**config.mk**
```make
export PLATFORM = sky130hd
export DESIGN_NAME = seq_byte_serializer_tx
export DESIGN_NICKNAME = d
export VERILOG_FILES = /design/src/rtl/seq_ser_pkg.sv /design/src/rtl/seq_ser_bit_tick.sv /design/src/rtl/seq_byte_serializer_tx.sv
export SDC_FILE = /design/constraint.sdc
export NUM_CORES = 1
export LEC_CHECK = 0
export ABC_AREA = 0
export ABC_CLOCK_PERIOD_IN_PS = 4800
export CORE_ASPECT_RATIO = 1.5
export CORE_UTILIZATION = 40
export CTS_CLUSTER_DIAMETER = 80
export DETAILED_ROUTE_END_ITERATION = 6
export GPL_TIMING_DRIVEN = 0
export PLACE_DENSITY = 0.61
export REMOVE_ABC_BUFFERS = 1
export SLEW_MARGIN = 20
export SYNTH_ARGS = -nofsm -noshare
export SYNTH_HDL_FRONTEND = slang
export SYNTH_HIERARCHICAL = 1
export SYNTH_SLANG_ARGS = --single-unit
```
**constraint.sdc**
```tcl
create_clock -name clk -period 4.8 [get_ports clk]
set_clock_uncertainty 0.1 [all_clocks]
set_input_delay 1.44 -clock clk [delete_from_list [all_inputs] [get_ports clk]]
set_output_delay 1.44 -clock clk [all_outputs]
set_load 0.05 [all_outputs]
```
**src/rtl/seq_ser_pkg.sv**
```systemverilog
// Shared types and line levels for the byte serializer transmit path.
package seq_ser_pkg;

    typedef enum logic [2:0] {
        IDLE,
        START,
        DATA,
        PARITY,
        STOP
    } tx_state_e;

    localparam logic START_LVL = 1'b0;
    localparam logic STOP_LVL  = 1'b1;
    localparam logic IDLE_LVL  = 1'b1;

    // Counter width for a modulus of n, never narrower than one bit.
    function automatic int unsigned cnt_w(input int unsigned n);
        return (n > 1) ? $clog2(n) : 1;
    endfunction

endpackage

```
**src/rtl/seq_ser_bit_tick.sv**
```systemverilog
// Bit-period timer: tick is high on the last clock of every CLKS_PER_BIT-long bit.
module seq_ser_bit_tick
    import seq_ser_pkg::*;
#(
    parameter int unsigned CLKS_PER_BIT = 4
) (
    input  logic clk,
    input  logic rst,
    input  logic clear,
    output logic tick
);

    localparam int unsigned   TW   = cnt_w(CLKS_PER_BIT);
    localparam logic [TW-1:0] LAST = TW'(CLKS_PER_BIT - 1);

    logic [TW-1:0] cnt_q;

    always_ff @(posedge clk) begin
        if (rst || clear) begin
            cnt_q <= '0;
        end else if (cnt_q == LAST) begin
            cnt_q <= '0;
        end else begin
            cnt_q <= cnt_q + TW'(1);
        end
    end

    // With CLKS_PER_BIT = 1 the counter is pinned at zero, so tick fires every cycle.
    assign tick = (cnt_q == LAST);

endmodule

```
**src/rtl/seq_byte_serializer_tx.sv**
```systemverilog
// Parallel-to-serial frame transmitter: start, data LSB-first, optional even parity, stop.
module seq_byte_serializer_tx
    import seq_ser_pkg::*;
#(
    parameter int unsigned DATA_W       = 8,
    parameter int unsigned CLKS_PER_BIT = 4,
    parameter bit          PARITY_EN    = 1'b1
) (
    input  logic              clk,
    input  logic              rst,
    input  logic              in_valid,
    input  logic [DATA_W-1:0] in_data,
    output logic              in_ready,
    output logic              tx,
    output logic              busy
);

    localparam int unsigned   BW       = cnt_w(DATA_W);
    localparam logic [BW-1:0] LAST_BIT = BW'(DATA_W - 1);

    tx_state_e         state_q;
    logic [DATA_W-1:0] shift_q;
    logic [DATA_W-1:0] shift_d;
    logic [BW-1:0]     bit_q;
    logic              parity_q;
    logic              tx_q;
    logic              tick;

    // The timer free-runs from zero once the frame leaves IDLE.
    seq_ser_bit_tick #(
        .CLKS_PER_BIT(CLKS_PER_BIT)
    ) u_bit_tick (
        .clk  (clk),
        .rst  (rst),
        .clear(state_q == IDLE),
        .tick (tick)
    );

    assign shift_d = shift_q >> 1;

    // tx_q is loaded together with the state change so the line level lines up with the state.
    always_ff @(posedge clk) begin
        if (rst) begin
            state_q  <= IDLE;
            shift_q  <= '0;
            bit_q    <= '0;
            parity_q <= 1'b0;
            tx_q     <= IDLE_LVL;
        end else begin
            case (state_q)
                IDLE: begin
                    if (in_valid) begin
                        state_q  <= START;
                        shift_q  <= in_data;
                        parity_q <= ^in_data;
                        bit_q    <= '0;
                        tx_q     <= START_LVL;
                    end
                end
                START: begin
                    if (tick) begin
                        state_q <= DATA;
                        tx_q    <= shift_q[0];
                    end
                end
                DATA: begin
                    if (tick) begin
                        if (bit_q == LAST_BIT) begin
                            if (PARITY_EN) begin
                                state_q <= PARITY;
                                tx_q    <= parity_q;
                            end else begin
                                state_q <= STOP;
                                tx_q    <= STOP_LVL;
                            end
                        end else begin
                            shift_q <= shift_d;
                            bit_q   <= bit_q + BW'(1);
                            tx_q    <= shift_d[0];
                        end
                    end
                end
                PARITY: begin
                    if (tick) begin
                        state_q <= STOP;
                        tx_q    <= STOP_LVL;
                    end
                end
                STOP: begin
                    if (tick) begin
                        state_q <= IDLE;
                        tx_q    <= IDLE_LVL;
                    end
                end
                default: begin
                    state_q <= IDLE;
                    tx_q    <= IDLE_LVL;
                end
            endcase
        end
    end

    assign in_ready = (state_q == IDLE) && !rst;
    assign busy     = (state_q != IDLE);
    assign tx       = tx_q;

endmodule

```
==> PnR_summary.wiki <==
{| class="wikitable"
! Metric !! Value
|-
| Largest area contributor in the synthesized netlist || sky130_fd_sc_hd__dfxtp_1
|-
| Max-capacitance violation count || 0
|-
| Part of the Yosys area used for sequential elements || 37.1%
|-
| Final Net Count || 124
|-
| Predominant post-synthesis flop cell || sky130_fd_sc_hd__dfxtp_1
|-
| Number of global-route vias before repair || 690
|-
| Root Driver || sky130_fd_sc_hd__clkbuf_4
|-
| Total standard cell area after synthesis || 971 um2
|-
| Number of setup buffers added after CTS || 0
|-
| First drt pass iteration count || 2
|-
| Cells on Worst Hold Path || 1
|-
| Worst min-delay path startpoint || u_bit_tick/cnt_q[0]
|-
| Port-buffer cells || 13
|-
| Number of pins exceeding their max-slew limit in the final report || 0
|-
| Fin worst setup slack || 292 ps
|-
| Mean post-synth cell area || 9.91 um2
|-
| IR Drop Worst-Case VDD || 0.191 mV
|-
| Via count || 710
|-
| Post-detailed-routing wire length || 1620 um
|-
| Number of sinks handled by clock tree synthesis || 18
|-
| Deepest level of the CTS H-tree || 1
|-
| Total clock buffers created by CTS || 3
|-
| Antenna violations before repair || 0
|-
| Cell count after synthesis || 98
|-
| Slowest library cell on the worst path || sky130_fd_sc_hd__clkdlybuf4s50_1
|-
| Seq cells post-synth || 18
|-
| Area of the die || 2630 um2
|-
| Number of design-rule violations left by the first detailed-router iteration || 1
|-
| Number of warning messages in the yosys log || 6
|-
| Required time reported for the critical path endpoint || 3260 ps
|-
| GRT Residual Overflow || 0
|-
| WS Path Type || input pin to primary output
|-
| Commonest cells after routing, fill and taps aside || sky130_fd_sc_hd__dfxtp_1, sky130_fd_sc_hd__nor2_1, sky130_fd_sc_hd__clkdlybuf4s50_1
|-
| Leakage dissipation || 0.445 nW
|-
| Sequence of cells on the critical path || dlygate4sd2_1 > nor2_1 > clkdlybuf4s50_1
|-
| Dominant cells by area after synthesis || sky130_fd_sc_hd__dfxtp_1, sky130_fd_sc_hd__mux2i_1, sky130_fd_sc_hd__xnor2_1, sky130_fd_sc_hd__nor2_1, sky130_fd_sc_hd__a211oi_1
|-
| HPWL after detailed placement || 1150 um
|-
| Hold bufs inserted after CTS || 0
|-
| Count of inserted antenna diode cells || 0
|-
| Hold WC Path Type || flop to flop
|-
| Most common cell after layout, fill and taps aside || sky130_fd_sc_hd__dfxtp_1
|-
| Post-synth EDFFs || 0
|-
| # setup viols final || 0
|-
| Global placement routability congestion || 0.769
|-
| Placeable core region || 2260 um2
|-
| # rows || 21
|-
| Worst slew margin relative to its limit || 44.2%
|-
| Setup TNS Final || 0 ps
|-
| Initial core utilization || 43.0%
|-
| Critical path capture point type || primary output
|-
| Largest net degree at the start of global routing || 20
|-
| Final core area utilization || 50.2%
|-
| Clock slew at the register clock pins of the worst setup and hold paths || 110 ps
|-
| DR vias/cell || 5.38
|-
| FF-to-FF End || bit_q[0]
|-
| Power per cell area || 275 nW/um2
|-
| Setup slack at placement || -42.7 ps
|-
| Post-synthesis cell type count || 36
|-
| Async set-or-reset flop fraction in the synthesized netlist || 0%
|-
| Resized cells post-CTS || 1
|-
| Die Ht || 62.3 um
|-
| Biggest cell delay along the critical path || 720 ps
|-
| Maximum count of clock buffers along a single path || 2
|-
| Count of endpoints failing hold in the final timing report || 0
|-
| Global-route wire length before repair || 2980 um
|-
| Critical path arrival || 2970 ps
|-
| Clock tree from TritonCTS || yes
|-
| Horizontal extent of the die || 42.2 um
|-
| Post-route DRC violation count || 0
|-
| Worst R2R Start || bit_q[0]
|-
| Status || finished, final reports clean
|-
| Min Hold Slack || 344 ps
|-
| Post-DRT Antenna Nets || 0
|-
| Clk Latency, worst-skew pair || 290 ps
|-
| Time the final worst path needs with I/O delays and setup || 4510 ps
|-
| Total global-route track usage || 14.1%
|-
| Slew at the pin closest to its max-slew limit || 835 ps
|-
| Portion of synthesized cell area occupied by the leading cell type || 37.1%
|-
| WL per Instance || 12.3 um
|-
| Top Ports || 14
|-
| Share of the cycle needed by the critical path after routing || 93.9%
|-
| Max Fanout on Critical Path || 19
|-
| Sort of element at the start of the critical path || input pin
|-
| Area growth, synth to finish || 16.8%
|-
| Reg-to-reg setup timing slack || 2580 ps
|-
| Setup repair after global routing missed its margin || false
|-
| Share of final-layout standard cells stronger than drive strength 1 || 11.9%
|-
| Highest clock frequency the design can meet || 222 MHz
|-
| Length in cells of the worst reg-to-reg path || 6
|-
| Endpoint with the worst hold slack || u_bit_tick/cnt_q[0]
|}
-- sequential cells by signal (all words and copies together), names as in the netlist --
| signal | flops |
|---|---|
| shift_q | 8 |
| bit_q | 3 |
| state_q | 3 |
| u_bit_tick/cnt_q | 2 |
| parity_q | 1 |
| tx | 1 |
-- worst max-delay path, delay by kind of cell --
kind	cells	cell delay, ps
buffers and inverters	2	1420
and+or+nand+nor	1	100
-- layout make-up --
type / count / area (um2)
sequential: 18 / 360
clock buffer: 4 / 36.3
timing repair buffer: 14 / 136
inverter: 2 / 7.51
fill: 222 / 1130
multi-input combinational: 71 / 564
tap: 23 / 28.8
-- per-stage QoR --
stage | area (um2) | instances | power (W)
2_1_floorplan | 927 | 91 | 0.000203
3_3_place_gp | 1090 | 127 | 0.000223
3_5_place_dp | 1100 | 128 | 0.000224
4_1_cts | 1130 | 132 | 0.000318
5_1_grt | 1130 | 132 | 0.000330
6_report | 1130 | 132 | 0.000312
-- logic make-up (layout without fill, tap and decap cells) --
kind of cell,Yosys count,count (layout),synth area share (%)
simple gates,31,31,19.5
buf+inv,9,20,5.28
compound gates,18,18,15.6
mux,11,11,11.5
flops,18,18,37.1
xor+xnor,8,8,7.22
fa+ha+maj,3,3,3.87
-- cell usage after synthesis (all sizes together) (2+ instances only) --
| library cell | n |
|---|---|
| a211oi | 8 |
| a21oi | 3 |
| and2 | 2 |
| buf | 5 |
| clkbuf | 2 |
| dfxtp | 18 |
| ha | 3 |
| inv | 2 |
| mux2i | 10 |
| nand2 | 3 |
| nand2b | 2 |
| nand3b | 2 |
| nor2 | 12 |
| nor3 | 2 |
| nor3b | 2 |
| xnor2 | 7 |
-- where the power goes --
| group | switching [W] | leakage, nW | internal, W |
|---|---|---|---|
| logic | 0.0000282 | 0.277 | 0.0000278 |
| clock network | 0.0000459 | 0.0210 | 0.0000461 |
| registers | 0.00000596 | 0.148 | 0.000158 |
-- how the worst max path moves through the flow --
| stage | depth (start not counted) | from | end | slack [ps] |
|---|---|---|---|---|
| final | 3 | rst | in_ready | 290 |
| after global routing | 3 | rst | in_ready | 210 |
| after CTS | 3 | rst | in_ready | 260 |
| after detailed placement | 3 | rst | in_ready | -40 |
| after global placement | 3 | rst | in_ready | -40 |
| after floorplan | 1 | rst | in_ready | 1170 |
-- routing by layer --
layer  GRT usage (%)  up-vias  part of all wire [%]
met5               0        -                     0
li1                -      369                     -
met1            17.9      328                    48
met4            7.03        0                   1.3
met3            1.74        2                   2.8
met2            23.1       11                    48
No activity file was read; power rests on OpenSTA's default activity.
